### src/rtl/clk_gen_pkg.sv
// rtl/clk_gen_pkg.sv - shared types and default widths for the programmable clock generator
package clk_gen_pkg;

    localparam int DEF_CNT_W  = 16;
    localparam int DEF_PCNT_W = 16;

    typedef enum logic [1:0] {
        ST_IDLE = 2'd0,
        ST_HIGH = 2'd1,
        ST_LOW  = 2'd2
    } state_e;

endpackage

### src/rtl/clk_gen_phase_cnt.sv
// rtl/clk_gen_phase_cnt.sv - loadable phase down-counter with zero flag
module clk_gen_phase_cnt
    import clk_gen_pkg::*;
#(
    parameter int CNT_W = DEF_CNT_W
) (
    input  logic             clk,
    input  logic             rst_n,
    input  logic             load_i,
    input  logic [CNT_W-1:0] load_val_i,
    input  logic             dec_i,
    output logic             zero_o
);

    logic [CNT_W-1:0] cnt_q;
    logic [CNT_W-1:0] cnt_d;

    always_comb begin
        cnt_d = cnt_q;
        if (load_i) begin
            cnt_d = load_val_i;
        end else if (dec_i && (cnt_q != '0)) begin
            cnt_d = cnt_q - CNT_W'(1);
        end
    end

    always_ff @(posedge clk) begin
        if (!rst_n) begin
            cnt_q <= '0;
        end else begin
            cnt_q <= cnt_d;
        end
    end

    assign zero_o = (cnt_q == '0);

endmodule

### src/rtl/clk_gen.sv
// rtl/clk_gen.sv - programmable high/low clock generator with glitch-free reconfiguration
module clk_gen
    import clk_gen_pkg::*;
#(
    parameter int CNT_W  = DEF_CNT_W,
    parameter int PCNT_W = DEF_PCNT_W
) (
    input  logic              clk,
    input  logic              rst_n,
    input  logic              cfg_valid,
    output logic              cfg_ready,
    input  logic [CNT_W-1:0]  cfg_high,
    input  logic [CNT_W-1:0]  cfg_low,
    input  logic              enable,
    output logic              clk_out,
    output logic              rise_pulse,
    output logic              fall_pulse,
    output logic [PCNT_W-1:0] period_cnt,
    output logic              busy
);

    state_e            state_q;
    state_e            state_d;

    logic [CNT_W-1:0]  act_high_q;
    logic [CNT_W-1:0]  act_low_q;
    logic              act_valid_q;
    logic [CNT_W-1:0]  pend_high_q;
    logic [CNT_W-1:0]  pend_low_q;
    logic              pend_valid_q;
    logic [PCNT_W-1:0] period_cnt_q;
    logic              clk_out_q;
    logic              rise_q;
    logic              fall_q;

    logic              cfg_accept;
    logic              cfg_avail;
    logic [CNT_W-1:0]  next_high;
    logic              start_period;
    logic              period_done;
    logic              cnt_load;
    logic [CNT_W-1:0]  cnt_val;
    logic              cnt_dec;
    logic              cnt_zero;

    assign cfg_ready  = !pend_valid_q;
    assign cfg_accept = cfg_valid && cfg_ready;
    assign cfg_avail  = act_valid_q || pend_valid_q;
    // A pending configuration always wins at a period start.
    assign next_high  = pend_valid_q ? pend_high_q : act_high_q;

    clk_gen_phase_cnt #(
        .CNT_W (CNT_W)
    ) u_phase_cnt (
        .clk        (clk),
        .rst_n      (rst_n),
        .load_i     (cnt_load),
        .load_val_i (cnt_val),
        .dec_i      (cnt_dec),
        .zero_o     (cnt_zero)
    );

    always_ff @(posedge clk) begin
        if (!rst_n) begin
            state_q <= ST_IDLE;
        end else begin
            state_q <= state_d;
        end
    end

    always_comb begin
        state_d      = state_q;
        start_period = 1'b0;
        period_done  = 1'b0;
        cnt_load     = 1'b0;
        cnt_val      = '0;
        cnt_dec      = 1'b0;
        case (state_q)
            ST_IDLE: begin
                if (enable && cfg_avail) begin
                    state_d      = ST_HIGH;
                    start_period = 1'b1;
                    cnt_load     = 1'b1;
                    cnt_val      = next_high - CNT_W'(1);
                end
            end
            ST_HIGH: begin
                if (cnt_zero) begin
                    state_d  = ST_LOW;
                    cnt_load = 1'b1;
                    cnt_val  = act_low_q - CNT_W'(1);
                end else begin
                    cnt_dec = 1'b1;
                end
            end
            ST_LOW: begin
                if (cnt_zero) begin
                    period_done = 1'b1;
                    if (enable) begin
                        state_d      = ST_HIGH;
                        start_period = 1'b1;
                        cnt_load     = 1'b1;
                        cnt_val      = next_high - CNT_W'(1);
                    end else begin
                        state_d = ST_IDLE;
                    end
                end else begin
                    cnt_dec = 1'b1;
                end
            end
            default: state_d = ST_IDLE;
        endcase
    end

    always_ff @(posedge clk) begin
        if (!rst_n) begin
            act_high_q   <= '0;
            act_low_q    <= '0;
            act_valid_q  <= 1'b0;
            pend_high_q  <= '0;
            pend_low_q   <= '0;
            pend_valid_q <= 1'b0;
            period_cnt_q <= '0;
            clk_out_q    <= 1'b0;
            rise_q       <= 1'b0;
            fall_q       <= 1'b0;
        end else begin
            if (start_period && pend_valid_q) begin
                act_high_q  <= pend_high_q;
                act_low_q   <= pend_low_q;
                act_valid_q <= 1'b1;
            end
            // Accept only happens with the slot empty, so it never collides with a pending apply.
            if (cfg_accept) begin
                pend_high_q  <= (cfg_high == '0) ? CNT_W'(1) : cfg_high;
                pend_low_q   <= (cfg_low == '0) ? CNT_W'(1) : cfg_low;
                pend_valid_q <= 1'b1;
            end else if (start_period) begin
                pend_valid_q <= 1'b0;
            end
            if (period_done) begin
                period_cnt_q <= period_cnt_q + PCNT_W'(1);
            end
            clk_out_q <= (state_d == ST_HIGH);
            rise_q    <= start_period;
            fall_q    <= (state_q == ST_HIGH) && (state_d == ST_LOW);
        end
    end

    assign clk_out    = clk_out_q;
    assign rise_pulse = rise_q;
    assign fall_pulse = fall_q;
    assign period_cnt = period_cnt_q;
    assign busy       = (state_q != ST_IDLE);

endmodule
### config.mk
export PLATFORM = sky130hd
export DESIGN_NAME = clk_gen
export DESIGN_NICKNAME = d
export VERILOG_FILES = /design/src/rtl/clk_gen_pkg.sv /design/src/rtl/clk_gen_phase_cnt.sv /design/src/rtl/clk_gen.sv
export SDC_FILE = /design/constraint.sdc
export NUM_CORES = 1
export LEC_CHECK = 0
export ABC_AREA = 1
export CAP_MARGIN = 0
export CORE_UTILIZATION = 55
export CTS_CLUSTER_SIZE = 24
export DETAILED_ROUTE_END_ITERATION = 10
export PLACE_DENSITY = 0.77
export SETUP_SLACK_MARGIN = 0.2
export SLEW_MARGIN = 5
export SYNTH_ARGS = -nofsm -noshare
export SYNTH_HDL_FRONTEND = slang
export SYNTH_SLANG_ARGS = --single-unit
### constraint.sdc
create_clock -name clk -period 3.7 [get_ports clk]
set_clock_uncertainty 0.1 [all_clocks]
set_input_delay 0.37 -clock clk [delete_from_list [all_inputs] [get_ports clk]]
set_output_delay 0.37 -clock clk [all_outputs]
set_load 0.02 [all_outputs]
==> flow_metrics.py <==
metrics = {
    "status": {
        "run_status": "complete, no violations",
    },
    "timing": {
        "slew_viol_final": 0,
        "setup_viol": 0,
        "tightest_slew_ps": 685,
        "finalCriticalPeriod_ps": 2620,
        "setup_tns_ps": 0,
        "period_share_pct": 70.7,
        "fmax_ghz": 0.382,
        "slew_headroom_pct": 54.3,
        "rsz0062_at_grt": "false",
        "final_hold_viol_count": 0,
    },
    "clock_network": {
        "htreeDepth": 3,
        "clk_latency_ps": 380,
        "cts.sinks": 103,
        "clk_pin_slew_ps": 100,
        "cts_setup_buffers": 0,
        "ctsResizeCount": 0,
        "cts_buffers": 9,
        "cts_tree": "built",
        "ctsLongestPathBuffers": 2,
        "cts_hold_buf": 0,
        "root_buffer": "clkbuf_8",
    },
    "logic_synthesis": {
        "yosys.cell_count.top_type": "nand2_1",
        "postSynthAreaPerCell_sq_um": 6.65,
        "synth_top_area_cell": "dfxtp_1",
        "synth_area_leaders": "dfxtp_1, nand2_1, nor2_1, o21ai_0, inv_1",
        "synth-simple-area-share_pct": 36.3,
        "ys_types": 42,
        "synth-xor-area-share_pct": 2.92,
        "synth_ff_type": "dfxtp_1",
        "syn_inst": 858,
        "yosysSeqAreaShare_pct": 36.2,
        "synth_seq_cells": 103,
        "synthAdderAreaFrac_pct": 1.76,
        "synth_common_cells": "nand2_1, nor2_1, dfxtp_1",
        "synth-async-reset-ratio_pct": 0,
        "synth-edff-count": 0,
        "netlist.area_leader.share_pct": 36.2,
        "synth_top_family_by_area": "simple AND/OR/NAND/NOR gates",
        "yosys_warnings": 0,
        "syn_area_sq_mm": 0.00570,
        "muxShareOfSynthArea_pct": 0,
        "syn_nets": 902,
        "synth_compound_area_share_pct": 13.3,
    },
    "routing": {
        "via_count": 5614,
        "wl_per_cell_um": 13.4,
        "drtIter0Drc": 306,
        "first_pass_iters": 5,
        "drc_errors": 0,
        "ant_nets": 0,
        "wl_mm": 13.9,
        "viasPerCell": 5.41,
    },
    "cells_and_area": {
        "synthToLayoutAreaGrowth_pct": 13.1,
        "final_cell_area_sq_mm": 0.00645,
        "n_fill_cell": 927,
        "drive_gt1_share_pct": 5.86,
        "diodes": 0,
        "register_area_sq_mm": 0.00206,
        "fin_util_pct": 65.1,
        "final_nets": 943,
        "multi_input_area_sq_mm": 0.00310,
    },
    "power": {
        "power.share.sequential_pct": 40.9,
        "p_leak_nw": 2.79,
        "ir_drop_uv": 254,
        "power.switching_mw": 1.31,
        "power_density_mw_per_mm2": 495,
        "switching_share_pct": 40.9,
        "clkPwrFrac_pct": 21.5,
        "combinationalPowerShare_pct": 37.6,
        "intPower_mw": 1.89,
    },
    "die": {
        "coreArea_sq_mm": 0.00991,
        "die_y_um": 104,
        "rows": 36,
        "initial_utilization_pct": 57.5,
        "dieArea_sq_mm": 0.0108,
        "chipWidth_um": 104,
        "ios": 57,
    },
    "placement": {
        "gp_congestion": 0.926,
        "place_hpwl_mm": 10.3,
        "placed_area_sq_mm": 0.00626,
        "port_buffers": 56,
    },
    "worst_setup_path": {
        "end_kind": "register",
        "critPathLaunch": "pend_valid_q",
        "start_kind": "register",
        "r2r_start": "pend_valid_q",
        "path_max_fanout": 24,
        "arrival_ps": 2800,
        "critPathKind": "register to register",
        "worstPathRequired_ps": 3890,
    },
    "worst_hold_path": {
        "hp-start": "rst_n",
        "hp-class": "input pin to register",
    },
    "grt": {
        "grtUsageTotal_pct": 26.2,
        "grt_first_pass_wirelength_mm": 23.5,
        "grtUsageMet3_pct": 3.90,
        "grt_most_used_layer": "met2",
        "antenna_found_initial": 0,
        "grt_max_degree": 55,
        "grt_pass1_vias": 5256,
        "grtUsageMet2_pct": 45.1,
        "gr-usage-met1_pct": 34.3,
        "grt-ovfl-total": 0,
    },
    "job": {
        "maxCapViolCount": 0,
    },
}
-- critical path, stage by stage (launching register included) --
cell,delay (ps)
dfxtp_1,690
buf_4,340
nor2_1,70
buf_4,200
inv_1,530
buf_4,340
nor2_1,60
a211oi_1,190
-- power by group through the flow --
stage | Clock (mW) | Combinational, mW | Sequential [mW]
floorplan | 0 | 0.953 | 1.30
CTS | 0.706 | 1.19 | 1.30
global placement | 0 | 1.16 | 1.33
detailed placement | 0 | 1.18 | 1.33
global route | 0.743 | 1.36 | 1.32
finish | 0.688 | 1.20 | 1.31
-- layer usage --
| layer | vias to the layer above | routed length (um) |
|---|---|---|
| li1 | 2847 | - |
| met1 | 2617 | 6350 |
| met2 | 132 | 6720 |
| met3 | 18 | 653 |
| met4 | 0 | 186 |
| met5 | - | 0 |
-- cells by family (layout without fill, tap and decap cells) --
family / after synthesis / count (layout)
buffers and inverters: 119 / 165
adder cells (fa/ha/maj): 8 / 8
AO/OA/AOI/OAI: 141 / 141
flip-flops: 103 / 103
AND/OR/NAND/NOR: 468 / 468
XOR/XNOR: 19 / 19
-- cell usage in the layout, fill, tap and decap left out, types with 4 or more instances in the layout --
cell type,netlist,layout
nor4_1,10,10
dfxtp_1,103,103
nand3_1,57,57
inv_1,83,83
nand2_1,200,200
clkbuf_8,0,9
a211oi_1,12,12
ha_1,8,8
nand4_1,14,14
a21oi_1,38,38
clkdlybuf4s50_1,0,55
xor2_1,16,16
nor2_4,4,4
o21ai_1,8,8
nor2_1,146,146
nor3_1,10,10
buf_4,4,5
o21ai_0,75,75
nor2_2,8,8
-- stage by stage --
stage / hold slack (ps) / power [mW] / setup slack, ps / std cells
after floorplan: 339 / 2.26 / 1770 / 858
after detailed placement: 369 / 2.51 / 1130 / 1021
after global routing: 290 / 3.42 / 883 / 1037
after global placement: 354 / 2.48 / 1250 / 1021
final: 299 / 3.20 / 1080 / 1037
after CTS: 282 / 3.20 / 1090 / 1037
-- sequential cells by signal, summed over array words and instances, names as in the netlist --
| signal | flops |
|---|---|
| act_high_q | 16 |
| rise_pulse | 1 |
| fall_pulse | 1 |
| clk_out | 1 |
| pend_low_q | 16 |
| act_valid_q | 1 |
| pend_high_q | 16 |
| state_q | 2 |
| period_cnt | 16 |
| act_low_q | 16 |
| u_phase_cnt.cnt_q | 16 |
| pend_valid_q | 1 |
-- cell type report --
type	count	area share, %
Sequential cell	103	32.0
Multi-Input combinational cell	636	48.0
Clock buffer	10	1.98
Timing Repair Buffer	61	9.19
Inverter	88	5.31
Tap cell	133	2.58
Clock inverter	6	0.989
-- worst paths after layout --
kind	to	slack, ps	cells after the start
hold reg to reg	act_high_q[14]	380	2
setup / recovery	pend_high_q[13]	1080	7
setup reg to reg	pend_high_q[13]	1080	7
hold / removal	u_phase_cnt.cnt_q[6]	300	3
(Power assumes the default switching activity.)
==> RTL change 1 (config.mk and constraints unchanged) <==
Change the package constant `DEF_CNT_W` from 16 to 32.
--- a/src/rtl/clk_gen_pkg.sv
+++ b/src/rtl/clk_gen_pkg.sv
@@ -1,7 +1,7 @@
 // rtl/clk_gen_pkg.sv - shared types and default widths for the programmable clock generator
 package clk_gen_pkg;
 
-    localparam int DEF_CNT_W  = 16;
+    localparam int DEF_CNT_W  = 32;
     localparam int DEF_PCNT_W = 16;
 
     typedef enum logic [1:0] {
Interface: changed (resized cfg_high and cfg_low); port bits go from 57 to 89. The function was not compared with the original's and may differ.
==> RTL change 1 against the original RTL <==
Sequential cell count increased by 80. Largest cell class unchanged. Cell area is 84% higher. Final cell count rose by 76%. Power grew 74%. Fmax fell by 18%. Synthesized area up 82%. Routed wire length is 100% higher. Global-route usage increased by 4.1 points. Worst setup slack worse by 580 ps. Sequential share of layout area is 1.1 points lower.
==> RTL change 1: results (changes against the original RTL) <==
| Metric | Value |
|---|---|
| Worst hold path type | reg2reg |
| Clock-pin slew on the worst setup and hold paths | 70 ps (-30 ps) |
| Largest delay contributor family on the critical path | simple AND/OR/NAND/NOR gates |
| WL per Instance | 15.4 um (+15%) |
| I/O Buffers | 88 (+57%) |
| Unique masters post-synth | 51 (+21%) |
| Switching power | 1.95 mW (+49%) |
| Crit path arrival time | 3430 ps (+630 ps) |
| Crit-path max FO | 32 (+33%) |
| First drt pass iteration count | 8 (+3) |
| Net Count, Synth | 1610 (+78%) |
| Final HPWL DP | 20.5 mm (+98%) |
| Placer Congestion | 0.987 (+6.6%) |
| Vias per inst | 5.60 (+3.5%) |
| Avg Cell Area, Syn | 6.75 um^2 (+1.6%) |
| Layout cells sized above 1 | 0.0931 (+0.0345) |
| VDD IR max | 0.387 mV (+52%) |
| Clock Latency Late Sink | 440 ps (+60 ps) |
| Synth area leaders | dfxtp_1 35%, nor2_1 11%, nand2_1 9.7% |
| DR iter-0 viols | 706 (+130%) |
| Commonest cells in the synthesized netlist | 306 x nor2_1, 268 x nand2_1, 183 x dfxtp_1 |
| Vias in the first global route | 9590 (+82%) |
| GRT Total Usage | 0.303 (+0.0410) |
| Outcome | finished clean |
| Sequential-to-total area share from yosys stat | 0.354 (-0.00798) |
| Placed Area | 11300 um^2 (+80%) |
| CTS root buffer | clkbuf_16 |
| Worst path slowest cell | dfxtp_2 |
| Placed cells | 1797 (+76%) |
## RTL change 1: changes by cell type after synthesis, sizes merged, moves of 19 or more
| cell | before | now |
|---|---|---|
| dfxtp | 103 | 183 |
| inv | 87 | 141 |
| nand2 | 206 | 292 |
| a211oi | 12 | 31 |
| xor2 | 16 | 37 |
| nor2 | 159 | 336 |
| o21ai | 85 | 187 |
| a21oi | 38 | 72 |
## RTL change 1: worst paths after layout
check / from / to / slack, ps / cells past startpoint
setup / recovery: pend_valid_q / u_phase_cnt.cnt_q[17] / 510 / 11
hold reg to reg: act_high_q[0] / act_high_q[0] / 350 / 2
setup reg to reg: pend_valid_q / u_phase_cnt.cnt_q[17] / 510 / 11
hold / removal: act_high_q[0] / act_high_q[0] / 350 / 2
## RTL change 1: logic make-up after synthesis
logic type      share of synthesized area
flops                               0.354
xor+xnor                           0.0465
buf+inv                            0.0866
fa+ha+maj                         0.00966
simple gates                        0.332
compound gates                      0.172
## RTL change 1: worst reg2reg max path: cells and delay by family, from the launching register on
kind	cells	cell delay, ps
compound gates	2	430
flops	1	820
buf+inv	2	590
simple gates	6	990
xor+xnor	1	180
## RTL change 1: per-stage QoR
stage	utilization	power [mW]	setup WS, ps
global route	0.652	5.86	306
detailed placement	0.618	3.69	611
finish	0.652	5.56	505
floorplan	-	3.32	1500
global placement	0.618	3.68	621
CTS	0.652	5.57	584
## RTL change 1: metal layers
layer | up-vias | routed length (um) | share of wire
met1 | 4713 | 13200 | 0.47
li1 | 5126 | - | -
met5 | - | 0 | 0
met4 | 0 | 675 | 0.024
met3 | 42 | 1560 | 0.055
met2 | 367 | 12700 | 0.45
## RTL change 1: power by group through the flow
| stage | registers (mW) | clock network (mW) | logic, mW |
|---|---|---|---|
| 3_3_place_gp | 2.27 | 0 | 1.42 |
| 4_1_cts | 2.22 | 1.91 | 1.44 |
| 5_1_grt | 2.25 | 1.99 | 1.63 |
| 2_1_floorplan | 2.23 | 0 | 1.09 |
| 6_report | 2.23 | 1.87 | 1.46 |
| 3_5_place_dp | 2.27 | 0 | 1.42 |
## RTL change 1: area by class of cell
| type | count | area, um^2 |
|---|---|---|
| Fill cell | 1688 | 6340 |
| Multi-Input combinational cell | 1143 | 5800 |
| Sequential cell | 183 | 3660 |
| Timing Repair Buffer | 99 | 961 |
| Inverter | 143 | 538 |
| Clock buffer | 18 | 439 |
| Tap cell | 229 | 287 |
| Clock inverter | 14 | 174 |
==> RTL change 2 (same settings) <==
Without the edit above. Reset style: asynchronous (`rst_n`), changed in 3 clocked blocks.
--- a/src/rtl/clk_gen_phase_cnt.sv
+++ b/src/rtl/clk_gen_phase_cnt.sv
@@ -24,7 +24,7 @@
         end
     end
 
-    always_ff @(posedge clk) begin
+    always_ff @(posedge clk or negedge rst_n) begin
         if (!rst_n) begin
             cnt_q <= '0;
         end else begin
--- a/src/rtl/clk_gen.sv
+++ b/src/rtl/clk_gen.sv
@@ -60,7 +60,7 @@
         .zero_o     (cnt_zero)
     );
 
-    always_ff @(posedge clk) begin
+    always_ff @(posedge clk or negedge rst_n) begin
         if (!rst_n) begin
             state_q <= ST_IDLE;
         end else begin
@@ -112,7 +112,7 @@
         endcase
     end
 
-    always_ff @(posedge clk) begin
+    always_ff @(posedge clk or negedge rst_n) begin
         if (!rst_n) begin
             act_high_q   <= '0;
             act_low_q    <= '0;
Check against the original RTL: differs if rst_n is asserted again (counterexample within 4 cycles, from zero or initial values and one cycle with rst_n low); with rst_n held inactive, the same outputs for 10 cycles.
==> RTL change 2 against the original RTL <==
Sequential share of layout area is 6.5 points higher. Hold slack got worse by 250 ps. Sequential cell count unchanged. Routed wire length is 7.2% lower. Non-clock buffer count is 1 lower. Synthesized area grew 2.7%. Final cell count fell by 7.4%. Power rose by 58%. Cell area grew 3.8%. Worst setup slack gained 130 ps. Global-route usage fell by 0.53 points.
==> RTL change 2: results (changes against the original RTL) <==
| Metric | Value |
|---|---|
| Net Count, Synth | 813 (-9.9%) |
| Synth Area in XOR/XNOR | 0.0536 (+0.0244) |
| Placed Area | 6460 um^2 (+3.2%) |
| Commonest cells in the synthesized netlist | 276 x nand2_1, 103 x dfrtp_1, 71 x inv_1 |
| Internal | 2.76 mW (+46%) |
| Placer Congestion | 0.927 (+0.19%) |
| Crit-path max FO | 14 (-42%) |
| Leak | 3.27 nW (+17%) |
| Worst hold path type | in2async |
| Slew headroom | 0.304 (-0.239) |
| GR Util met1 | 0.351 (+0.00734) |
| DR iter-0 viols | 256 (-16%) |
| Top FF cell, synth | dfrtp_1 |
| Worst hold margin | 51.6 ps (-248 ps) |
| Max stage delay on crit path | 470 ps (-220 ps) |
| # Post-CTS Setup Buffers | 0 (unchanged) |
| WL per Instance | 13.5 um (+0.26%) |
| GRT Total Usage | 0.257 (-0.00533) |
| Worst path slowest cell | a21boi_2 |
| Synth area leaders | dfrtp_1 44%, nand2_1 18%, inv_1 4.6% |
| Multi-input gates | 569 (-11%) |
| Asr flop ratio synth | 1.00 (+1.00) |
| Register area | 2580 um^2 (+25%) |
| Placed cells | 944 (-7.5%) |
| Synth Instances | 769 (-10%) |
| Largest net degree at the start of global routing | 83 (+51%) |
| Vias in the first global route | 4737 (-9.9%) |
| Reg2reg path depth | 10 (+3) |
| Unique masters post-synth | 37 (-12%) |
| Met3 Use GR | 0.0574 (+0.0184) |
| CP Launch Point | u_phase_cnt.cnt_q[0] |
| VDD IR max | 0.423 mV (+66%) |
| Layout cells sized above 1 | 0.0777 (+0.0190) |
| First drt pass iteration count | 5 (unchanged) |
| Final core occ | 0.649 (-0.00224) |
| FF-to-FF setup slack | 1210 ps (+130 ps) |
| # nets final | 863 (-8.5%) |
| First-pass GRT wire length | 22.3 mm (-5.1%) |
| Met3 WL | 530 um (-19%) |
| Metal-1 WL | 6.08 mm (-4.2%) |
| Non-Filler Instances | 960 (-7.4%) |
| Grt met2 use | 0.399 (-0.0520) |
| FILL cells | 914 (-1.4%) |
| WL met2 | 6.01 mm (-11%) |
| Non-clock buffers | 60 (-1.6%) |
| End of the critical path | u_phase_cnt.cnt_q[6] |
| Outcome | finished clean |
| Area share of fa/ha/maj cells after synthesis | 0.0171 (-0.000465) |
==> RTL change 2: cell count changes after synthesis, moves of 5 or more <==
cell      change
dfrtp_1     +103
dfxtp_1     -103
nor2_1       -80
nand2_1      +76
a21oi_1      -34
o21ai_0      -30
a211oi_1     -12
inv_1        -12
clkbuf_1     -11
nand3_1      -10
xnor2_1      +10
nand4_1       -6
o21ai_1       +5
xor2_1        +5
==> RTL change 2: power by group through the flow <==
stage | clock, mW | combinational, mW | sequential [mW]
after detailed placement | 0 | 2.32 | 1.87
after CTS | 0.843 | 2.34 | 1.85
after floorplan | 0 | 1.87 | 1.80
after global routing | 0.881 | 2.68 | 1.92
final | 0.825 | 2.35 | 1.86
after global placement | 0 | 2.23 | 1.86
==> RTL change 2: cell families after synthesis <==
family / count (synthesis)
adders and majority gates: 8
DFF: 103
and+or+nand+nor: 449
xor gates and xnor gates: 35
AOI/OAI and AO/OA: 77
buffers and inverters: 97
